[src/rtl/tri_stream_source_if.sv]
// ---------------------------------------------------------------------------
// tri_stream_source_if
//
// Triangle stream bus that one source broadcasts to the pixel array of a
// screen block. Every field describes the triangle on the bus in the current
// cycle. stream_valid marks the cycles that carry a triangle.
//
//   stream_valid  1   a triangle is on the bus (pixel data_in)
//   v1/v2/v3      18  vertex coordinates, Q18.0 signed, [1] = x, [0] = y
//   d1/d2/d3      18  vertex depths, Q6.12 signed
//   color         16  triangle colour
//   denominator   36  signed barycentric denominator
//
// Modports:
//   master - the triangle source, which drives every field
//   slave  - a consumer, which only reads
// ---------------------------------------------------------------------------
interface tri_stream_source_if;

  logic               stream_valid;
  logic signed [17:0] v1 [1:0];
  logic signed [17:0] v2 [1:0];
  logic signed [17:0] v3 [1:0];
  logic signed [17:0] d1;
  logic signed [17:0] d2;
  logic signed [17:0] d3;
  logic        [15:0] color;
  logic signed [35:0] denominator;

  modport master (
    output stream_valid,
    output v1,
    output v2,
    output v3,
    output d1,
    output d2,
    output d3,
    output color,
    output denominator
  );

  modport slave (
    input stream_valid,
    input v1,
    input v2,
    input v3,
    input d1,
    input d2,
    input d3,
    input color,
    input denominator
  );

endinterface

[src/rtl/tri_stream_source.sv]
// ---------------------------------------------------------------------------
// tri_stream_source
//
// Feeds the shared triangle stream of one screen block. On an accepted start
// it reads tri_count triangle records from triangle memory, beginning at
// tri_base. It computes each triangle's barycentric denominator and sends the
// triangles out as one gap-free burst with stream_valid held high. It then
// waits for the completion pulse from the pixel array and reports the block as
// done.
//
// Ports:
//   clock, reset_n          clock and asynchronous active-low reset
//   start                   one-cycle pass request, ignored while busy
//   tri_base, tri_count     first address and triangle count, latched on start
//   tri_rd, tri_addr        triangle memory read strobe and address
//   m_v1..m_v3, m_d1..m_d3  read data vertices and depths, valid one cycle
//   m_color                 after tri_rd
//   strm (master)           triangle stream bus to the pixel array
//   pix_done                pass-complete pulse from the pixel array
//   busy                    high from the accepted start until done
//   done                    one-cycle pass-complete pulse
//
// Pipeline:
//   p0  the read that was issued last cycle returns its data this cycle
//   p1  the read data is captured
//   p2  the denominator is computed and registered with the triangle, and
//       the degenerate case is substituted
// A triangle therefore reaches the bus three edges after its read strobe.
// The first triangle of a pass is on the bus after edge E3, where E0 is the
// edge that samples start.
// ---------------------------------------------------------------------------
module tri_stream_source #(
  parameter int CNT_W = 12
) (
  input  logic               clock,
  input  logic               reset_n,
  input  logic               start,
  input  logic [CNT_W-1:0]   tri_base,
  input  logic [CNT_W-1:0]   tri_count,
  output logic               tri_rd,
  output logic [CNT_W-1:0]   tri_addr,
  input  logic signed [17:0] m_v1 [1:0],
  input  logic signed [17:0] m_v2 [1:0],
  input  logic signed [17:0] m_v3 [1:0],
  input  logic signed [17:0] m_d1,
  input  logic signed [17:0] m_d2,
  input  logic signed [17:0] m_d3,
  input  logic        [15:0] m_color,
  input  logic               pix_done,
  output logic               busy,
  output logic               done,
  tri_stream_source_if.master strm
);

  localparam int DATA_W = 18;
  localparam int DEN_W  = 2 * DATA_W;
  localparam int COL_W  = 16;

  localparam logic [CNT_W-1:0]         CNT_ONE     = CNT_W'(1);
  localparam logic signed [DATA_W-1:0] DEGEN_DEPTH = 18'h20000;
  localparam logic signed [DEN_W-1:0]  DEGEN_DEN   = 36'sd1;

  // Barycentric denominator:
  //   (v2y-v3y)(v1x-v3x) + (v3x-v2x)(v1y-v3y)
  // The differences wrap at 18 bits. Each 18x18 product fits in 36 bits. The
  // sum wraps at 36 bits.
  function automatic logic signed [DEN_W-1:0] bary_den(
    input logic signed [DATA_W-1:0] x1,
    input logic signed [DATA_W-1:0] y1,
    input logic signed [DATA_W-1:0] x2,
    input logic signed [DATA_W-1:0] y2,
    input logic signed [DATA_W-1:0] x3,
    input logic signed [DATA_W-1:0] y3
  );
    logic signed [DATA_W-1:0] dy23;
    logic signed [DATA_W-1:0] dx13;
    logic signed [DATA_W-1:0] dx32;
    logic signed [DATA_W-1:0] dy13;
    logic signed [DEN_W-1:0]  prod_a;
    logic signed [DEN_W-1:0]  prod_b;
    dy23   = y2 - y3;
    dx13   = x1 - x3;
    dx32   = x3 - x2;
    dy13   = y1 - y3;
    prod_a = DEN_W'(dy23) * DEN_W'(dx13);
    prod_b = DEN_W'(dx32) * DEN_W'(dy13);
    return prod_a + prod_b;
  endfunction

  // A zero denominator means the three vertices are collinear. Such a
  // triangle still occupies its stream slot. Its denominator is forced to 1
  // and its depths to the most negative value, so that no pixel accepts it.
  function automatic logic is_degenerate(input logic signed [DEN_W-1:0] den);
    return den == '0;
  endfunction

  typedef enum logic [2:0] {
    S_IDLE,
    S_FETCH,
    S_STREAM,
    S_DRAIN,
    S_FINISH
  } state_t;

  // Control (FSM) state
  state_t           state_q;
  logic             busy_q;
  logic             done_q;
  logic             tri_rd_q;
  logic [CNT_W-1:0] addr_q;
  logic [CNT_W-1:0] rd_left_q;

  // Datapath pipeline state
  logic                     vld_p0_q, vld_p0_d;
  logic                     vld_p1_q, vld_p1_d;
  logic                     vld_p2_q, vld_p2_d;

  logic signed [DATA_W-1:0] v1_p1_q [1:0], v1_p1_d [1:0];
  logic signed [DATA_W-1:0] v2_p1_q [1:0], v2_p1_d [1:0];
  logic signed [DATA_W-1:0] v3_p1_q [1:0], v3_p1_d [1:0];
  logic signed [DATA_W-1:0] d1_p1_q, d1_p1_d;
  logic signed [DATA_W-1:0] d2_p1_q, d2_p1_d;
  logic signed [DATA_W-1:0] d3_p1_q, d3_p1_d;
  logic        [COL_W-1:0]  color_p1_q, color_p1_d;

  logic signed [DATA_W-1:0] v1_p2_q [1:0], v1_p2_d [1:0];
  logic signed [DATA_W-1:0] v2_p2_q [1:0], v2_p2_d [1:0];
  logic signed [DATA_W-1:0] v3_p2_q [1:0], v3_p2_d [1:0];
  logic signed [DATA_W-1:0] d1_p2_q, d1_p2_d;
  logic signed [DATA_W-1:0] d2_p2_q, d2_p2_d;
  logic signed [DATA_W-1:0] d3_p2_q, d3_p2_d;
  logic        [COL_W-1:0]  color_p2_q, color_p2_d;
  logic signed [DEN_W-1:0]  den_p2_q, den_p2_d;

  logic signed [DEN_W-1:0]  den_raw;

  // Pass control. rd_left_q holds the latched count and counts down as reads
  // are issued. FINISH is entered in two ways:
  //  - from DRAIN, with done already set on the edge that sampled pix_done;
  //  - from IDLE for an empty pass, with done still clear, so that done rises
  //    one edge later.
  always_ff @(posedge clock or negedge reset_n) begin
    if (!reset_n) begin
      state_q   <= S_IDLE;
      busy_q    <= 1'b0;
      done_q    <= 1'b0;
      tri_rd_q  <= 1'b0;
      addr_q    <= '0;
      rd_left_q <= '0;
    end else begin
      case (state_q)
        S_IDLE: begin
          done_q <= 1'b0;
          if (start) begin
            busy_q    <= 1'b1;
            addr_q    <= tri_base;
            rd_left_q <= tri_count;
            if (tri_count == '0) begin
              state_q <= S_FINISH;
            end else begin
              tri_rd_q <= 1'b1;
              state_q  <= S_FETCH;
            end
          end
        end
        S_FETCH: begin
          // The address wraps modulo 2^CNT_W.
          addr_q    <= addr_q + CNT_ONE;
          rd_left_q <= rd_left_q - CNT_ONE;
          if (rd_left_q == CNT_ONE) begin
            tri_rd_q <= 1'b0;
            state_q  <= S_STREAM;
          end
        end
        S_STREAM: begin
          // Once p0 and p1 are both empty, the last triangle is already in
          // p2 and leaves the bus on this edge.
          if (!vld_p0_q && !vld_p1_q) begin
            state_q <= S_DRAIN;
          end
        end
        S_DRAIN: begin
          if (pix_done) begin
            done_q  <= 1'b1;
            busy_q  <= 1'b0;
            state_q <= S_FINISH;
          end
        end
        S_FINISH: begin
          if (done_q) begin
            done_q  <= 1'b0;
            state_q <= S_IDLE;
          end else begin
            done_q <= 1'b1;
            busy_q <= 1'b0;
          end
        end
        default: begin
          state_q <= S_IDLE;
        end
      endcase
    end
  end

  always_comb begin
    vld_p0_d   = tri_rd_q;
    vld_p1_d   = vld_p0_q;
    vld_p2_d   = vld_p1_q;

    v1_p1_d    = v1_p1_q;
    v2_p1_d    = v2_p1_q;
    v3_p1_d    = v3_p1_q;
    d1_p1_d    = d1_p1_q;
    d2_p1_d    = d2_p1_q;
    d3_p1_d    = d3_p1_q;
    color_p1_d = color_p1_q;

    v1_p2_d    = v1_p2_q;
    v2_p2_d    = v2_p2_q;
    v3_p2_d    = v3_p2_q;
    d1_p2_d    = d1_p2_q;
    d2_p2_d    = d2_p2_q;
    d3_p2_d    = d3_p2_q;
    color_p2_d = color_p2_q;
    den_p2_d   = den_p2_q;

    den_raw = bary_den(v1_p1_q[1], v1_p1_q[0],
                       v2_p1_q[1], v2_p1_q[0],
                       v3_p1_q[1], v3_p1_q[0]);

    // ---- p0 -> p1: capture the returning read data ----
    if (vld_p0_q) begin
      v1_p1_d    = m_v1;
      v2_p1_d    = m_v2;
      v3_p1_d    = m_v3;
      d1_p1_d    = m_d1;
      d2_p1_d    = m_d2;
      d3_p1_d    = m_d3;
      color_p1_d = m_color;
    end

    // ---- p1 -> p2: denominator and degenerate substitution ----
    // When no triangle arrives, p2 keeps its values. The bus therefore holds
    // the last triangle of a pass until the next pass overwrites it.
    if (vld_p1_q) begin
      v1_p2_d    = v1_p1_q;
      v2_p2_d    = v2_p1_q;
      v3_p2_d    = v3_p1_q;
      color_p2_d = color_p1_q;
      if (is_degenerate(den_raw)) begin
        den_p2_d = DEGEN_DEN;
        d1_p2_d  = DEGEN_DEPTH;
        d2_p2_d  = DEGEN_DEPTH;
        d3_p2_d  = DEGEN_DEPTH;
      end else begin
        den_p2_d = den_raw;
        d1_p2_d  = d1_p1_q;
        d2_p2_d  = d2_p1_q;
        d3_p2_d  = d3_p1_q;
      end
    end
  end

  // Reset clears the data registers as well, so that the whole bus reads 0
  // during reset.
  always_ff @(posedge clock or negedge reset_n) begin
    if (!reset_n) begin
      vld_p0_q   <= 1'b0;
      vld_p1_q   <= 1'b0;
      vld_p2_q   <= 1'b0;
      v1_p1_q    <= '{default: '0};
      v2_p1_q    <= '{default: '0};
      v3_p1_q    <= '{default: '0};
      d1_p1_q    <= '0;
      d2_p1_q    <= '0;
      d3_p1_q    <= '0;
      color_p1_q <= '0;
      v1_p2_q    <= '{default: '0};
      v2_p2_q    <= '{default: '0};
      v3_p2_q    <= '{default: '0};
      d1_p2_q    <= '0;
      d2_p2_q    <= '0;
      d3_p2_q    <= '0;
      color_p2_q <= '0;
      den_p2_q   <= '0;
    end else begin
      vld_p0_q   <= vld_p0_d;
      vld_p1_q   <= vld_p1_d;
      vld_p2_q   <= vld_p2_d;
      v1_p1_q    <= v1_p1_d;
      v2_p1_q    <= v2_p1_d;
      v3_p1_q    <= v3_p1_d;
      d1_p1_q    <= d1_p1_d;
      d2_p1_q    <= d2_p1_d;
      d3_p1_q    <= d3_p1_d;
      color_p1_q <= color_p1_d;
      v1_p2_q    <= v1_p2_d;
      v2_p2_q    <= v2_p2_d;
      v3_p2_q    <= v3_p2_d;
      d1_p2_q    <= d1_p2_d;
      d2_p2_q    <= d2_p2_d;
      d3_p2_q    <= d3_p2_d;
      color_p2_q <= color_p2_d;
      den_p2_q   <= den_p2_d;
    end
  end

  assign tri_rd           = tri_rd_q;
  assign tri_addr         = addr_q;
  assign busy             = busy_q;
  assign done             = done_q;

  assign strm.stream_valid = vld_p2_q;
  assign strm.v1           = v1_p2_q;
  assign strm.v2           = v2_p2_q;
  assign strm.v3           = v3_p2_q;
  assign strm.d1           = d1_p2_q;
  assign strm.d2           = d2_p2_q;
  assign strm.d3           = d3_p2_q;
  assign strm.color        = color_p2_q;
  assign strm.denominator  = den_p2_q;

endmodule

[src/flat_wrapper.sv]
// flat-port wrapper written by rule: the top's interface ports become plain ports
module tri_stream_source_flat 
#(
  parameter int CNT_W = 12
)
  (clock, reset_n, start, tri_base, tri_count, tri_rd, tri_addr, m_v1, m_v2, m_v3, m_d1, m_d2, m_d3, m_color, pix_done, busy, done, strm_stream_valid, strm_v1, strm_v2, strm_v3, strm_d1, strm_d2, strm_d3, strm_color, strm_denominator);
  tri_stream_source_if strm_i ();
  input  logic clock;
  input  logic reset_n;
  input  logic start;
  input  logic [CNT_W-1:0] tri_base;
  input  logic [CNT_W-1:0] tri_count;
  output logic tri_rd;
  output logic [CNT_W-1:0] tri_addr;
  input  logic signed [17:0] m_v1[1:0];
  input  logic signed [17:0] m_v2[1:0];
  input  logic signed [17:0] m_v3[1:0];
  input  logic signed [17:0] m_d1;
  input  logic signed [17:0] m_d2;
  input  logic signed [17:0] m_d3;
  input  logic        [15:0] m_color;
  input  logic pix_done;
  output logic busy;
  output logic done;
  output wire logic [$bits(strm_i.stream_valid)-1:0] strm_stream_valid;
  output wire logic [$bits(strm_i.v1)-1:0] strm_v1;
  output wire logic [$bits(strm_i.v2)-1:0] strm_v2;
  output wire logic [$bits(strm_i.v3)-1:0] strm_v3;
  output wire logic [$bits(strm_i.d1)-1:0] strm_d1;
  output wire logic [$bits(strm_i.d2)-1:0] strm_d2;
  output wire logic [$bits(strm_i.d3)-1:0] strm_d3;
  output wire logic [$bits(strm_i.color)-1:0] strm_color;
  output wire logic [$bits(strm_i.denominator)-1:0] strm_denominator;
  assign strm_stream_valid = strm_i.stream_valid;
  assign strm_v1 = {>>{strm_i.v1}};
  assign strm_v2 = {>>{strm_i.v2}};
  assign strm_v3 = {>>{strm_i.v3}};
  assign strm_d1 = strm_i.d1;
  assign strm_d2 = strm_i.d2;
  assign strm_d3 = strm_i.d3;
  assign strm_color = strm_i.color;
  assign strm_denominator = strm_i.denominator;
  tri_stream_source #(.CNT_W(CNT_W)) u_core (.clock(clock), .reset_n(reset_n), .start(start), .tri_base(tri_base), .tri_count(tri_count), .tri_rd(tri_rd), .tri_addr(tri_addr), .m_v1(m_v1), .m_v2(m_v2), .m_v3(m_v3), .m_d1(m_d1), .m_d2(m_d2), .m_d3(m_d3), .m_color(m_color), .pix_done(pix_done), .busy(busy), .done(done), .strm(strm_i));
endmodule
[config.mk]
export PLATFORM = sky130hd
export DESIGN_NAME = tri_stream_source_flat
export DESIGN_NICKNAME = d
export VERILOG_FILES = /design/src/rtl/tri_stream_source_if.sv /design/src/rtl/tri_stream_source.sv /design/src/flat_wrapper.sv
export SDC_FILE = /design/constraint.sdc
export NUM_CORES = 2
export LEC_CHECK = 0
export ABC_CLOCK_PERIOD_IN_PS = 13700
export BUFFER_PORTS_ARGS = -buffer_cell sky130_fd_sc_hd__buf_4
export CORE_MARGIN = 2
export CORE_UTILIZATION = 51
export CTS_CLUSTER_DIAMETER = 150
export DETAILED_ROUTE_END_ITERATION = 10
export GPL_TIMING_DRIVEN = 0
export PLACE_DENSITY_LB_ADDON = 0.08
export RECOVER_POWER = 100
export SLEW_MARGIN = 20
export SYNTH_ARGS = -nofsm -noshare
export SYNTH_HDL_FRONTEND = slang
export SYNTH_SLANG_ARGS = --single-unit
[constraint.sdc]
create_clock -name clock -period 13.7 [get_ports clock]
set_input_delay 2.74 -clock clock [delete_from_list [all_inputs] [get_ports clock]]
set_output_delay 2.74 -clock clock [all_outputs]
set_load 0.005 [all_outputs]
==> reports/qor.txt <==
Initial antenna violation count = 5
Synth unique cells = 90
Pin slew with the least headroom to its limit = 4.21 ns
Failing checks = capacitance limit, slew limit
Post-CTS setup buffers = 0
Die area = 0.0884 mm²
Hold Vio Cnt, Final = 0
RR Startpoint = u_core.v2_p1_q[20]
Grt total ovfl = 0
Die Ht = 297 µm
Clk_lat worst skew = 0.61 ns
Vias in the first global route = 33.1k
Setup Skew = 0.0312 ns
Core Area = 0.0853 mm²
Largest stage delay, worst path = 1.01 ns
Routed vias/inst = 5.30
EDFF count, synth = 0
Cell mode on critical path = fa_1
Final setup violation count = 0
Mapped Nets = 5354
Final Critical Period = 12.47 ns
Hold depth = 0
CTS tree = done
Cells after Synth = 4210
Row count = 107
Die Width = 297 µm
CP Class = reg -> reg
Clock Sink Count = 425
Vias = 31.2k
Tcrit/Tclk final = 91.0%
Avg Synthesized Cell Area = 10.4 µm²
CTS Root Cell = clkbuf_16
Cts repair resizes = 0
CTS buffer count = 47
Post-CTS Hold Buffers = 0
Endpoint type of the worst setup path = flip-flop
Max-slew violations = 340
Slowest CP cell = fa_1
Setup TNS = 0 ns
Mapped Area = 0.0439 mm²
Gpl congestion = 0.970
H-Tree Level Count = 2
Flops & latches, synth = 425
Detailed Route WL = 129000 µm
Reg clk slew, reported paths = 0.06 ns
Type of the most critical hold path = reg -> reg
Starting Density = 51.5%
P&R area growth vs syn = 12.9%
Worst slew margin = -181%
CP arrival = 12.96 ns
Worst R2R Setup Slack = 1.23 ns
First-iteration detailed-routing DRC count = 1747
Crit Reg-Reg Endpoint = u_core.strm.d1[6]
Max Clk Rate = 0.0802 GHz
Min-delay src = u_core.vld_p1_q
Post-DRT Antenna Nets = 0
Final #Nets = 5842
RSZ-0062 raised after global routing = no
Layout cells sized above 1 = 15.6%
Dpl hpwl = 112000 µm
Min-Delay Endpoint = u_core.strm.stream_valid
Residual DRC = 0
Max cap viols = 4
Clk buf depth = 3
Largest net degree at the start of global routing = 93
R2R cell count = 35
CP Max Fanout = 12
# IOs = 436
Post-synthesis sequential area ratio = 24.2%
Setup crit start kind = flip-flop
GRT Resource Usage Total = 30.1%
Main synth FF type = dfrtp_1
CP required = 14.19 ns
First-pass GRT wire length = 201000 µm
IO Port Bufs = 435
DR WL/cell = 22.0 µm
Drt first pass iters = 5
Fraction of registers with async set/reset = 100%
Total number of yosys warnings = 0
Status = finished, violations left
-- cells in the mapped netlist (7+ instances only) --
cell,number,area [µm²]
a21oi_1,84,420
or3_1,12,75.1
o21ai_1,11,55.1
ha_1,220,2750
a211oi_1,15,113
nor2b_1,28,175
or2_2,16,100
a211o_1,8,70.1
xor2_1,51,447
nand2b_1,76,475
and3_1,15,93.8
a21o_1,36,270
dfrtp_1,425,10600
nand3_1,35,175
o21ai_0,90,450
nand2_1,465,1750
nor3_1,32,160
nor4_1,7,43.8
a311oi_1,8,70.1
nor2_1,288,1080
xnor2_1,102,893
inv_1,762,2860
mux2_2,272,3060
o21bai_1,14,105
nor2_4,50,563
a31oi_1,13,81.3
and2_1,31,194
mux2i_1,54,541
o21a_1,15,113
clkbuf_1,132,495
fa_1,718,14400
o31ai_1,8,60.1
-- cells by family (layout without fill, tap and decap cells) --
group                      Yosys count  after routing  share of synthesized area (%)
AOI/OAI and AO/OA                  363            363                           5.60
xor gates and xnor gates           154            154                           3.09
adders and majority gates          938            938                           39.0
buffers and inverters              916           1442                           8.10
DFF                                425            425                           24.2
muxes                              326            326                           8.21
other                                0              2                              0
and+or+nand+nor                   1088           1088                           11.7
-- layout make-up --
class                           instances  area, µm²
Multi-Input combinational cell       2869      29400
Buffer                                151        673
Sequential cell                       425      10600
Clock inverter                         26        367
Clock buffer                           61       1290
Antenna cell                            2       5.00
Fill cell                            7633      35700
Tap cell                             1144       1430
Timing Repair Buffer                  439       2850
Inverter                              765       2870
-- sequential cells by signal (all words and copies together), names as in the netlist, 16 cells and up --
name                     cells
u_core.strm.denominator     36
u_core.strm.v1              36
u_core.strm.v2              36
u_core.strm.v3              36
u_core.v1_p1_q              36
u_core.v2_p1_q              36
u_core.v3_p1_q              36
u_core.d1_p1_q              18
u_core.d2_p1_q              18
u_core.d3_p1_q              18
u_core.strm.d1              18
u_core.strm.d2              18
u_core.strm.d3              18
u_core.color_p1_q           16
u_core.strm.color           16
-- critical path, delay by kind of cell, from the launching register on --
| family | cells | cell delay, ns |
|---|---|---|
| muxes | 1 | 0.19 |
| and+or+nand+nor | 6 | 1.40 |
| buffers and inverters | 7 | 1.23 |
| AOI/OAI and AO/OA | 10 | 3.11 |
| DFF | 1 | 0.35 |
| adders and majority gates | 10 | 5.45 |
| xor gates and xnor gates | 1 | 0.61 |
-- stage by stage --
step	hold slack [ns]	std cells	util [%]	area, µm²	worst slack (ns)
global route	0.389	5882	58.1	49600	0.528
global placement	0.357	5789	57.0	48600	1.71
detailed placement	0.356	5793	57.3	48800	1.68
floorplan	0.352	4210	-	43900	3.81
finish	0.380	5882	58.1	49600	1.23
CTS	0.377	5880	59.2	50500	1.66
-- layout by cell type (no fill, tap or decap), drive strengths merged, types with 28 or more instances in the layout --
cell type,instances
nand2,465
fa,718
o21ai,102
clkbuf,486
nor2,338
nand2b,76
a21o,36
buf,165
mux2,272
inv,765
nand3,35
xor2,52
a21oi,87
nor3,33
ha,220
xnor2,102
nor2b,28
dfrtp,425
and2,31
mux2i,54
-- worst max path at each step --
stage | cells past startpoint | slack (ns) | startpoint | end
floorplan | 42 | 3.81 | u_core.v3_p1_q[18] | u_core.strm.d1[10]
global placement | 40 | 1.71 | u_core.v3_p1_q[18] | u_core.strm.d1[6]
detailed placement | 42 | 1.68 | u_core.v3_p1_q[18] | u_core.strm.d1[6]
CTS | 42 | 1.66 | u_core.v3_p1_q[18] | u_core.strm.d1[6]
global route | 41 | 0.53 | u_core.v3_p1_q[18] | u_core.strm.d3[13]
finish | 35 | 1.23 | u_core.v2_p1_q[20] | u_core.strm.d1[6]
-- routing by layer --
metal  track usage, %  wire length, µm  vias up
li1                 -                -    14100
met5                0               10        -
met1             40.1            53100    15900
met4             10.9             5550        2
met2             49.6            61700     1035
met3             5.48             8780      207
Power is not shown: default switching activity piles up to over one toggle a cycle in this logic, so the estimate is an artifact.
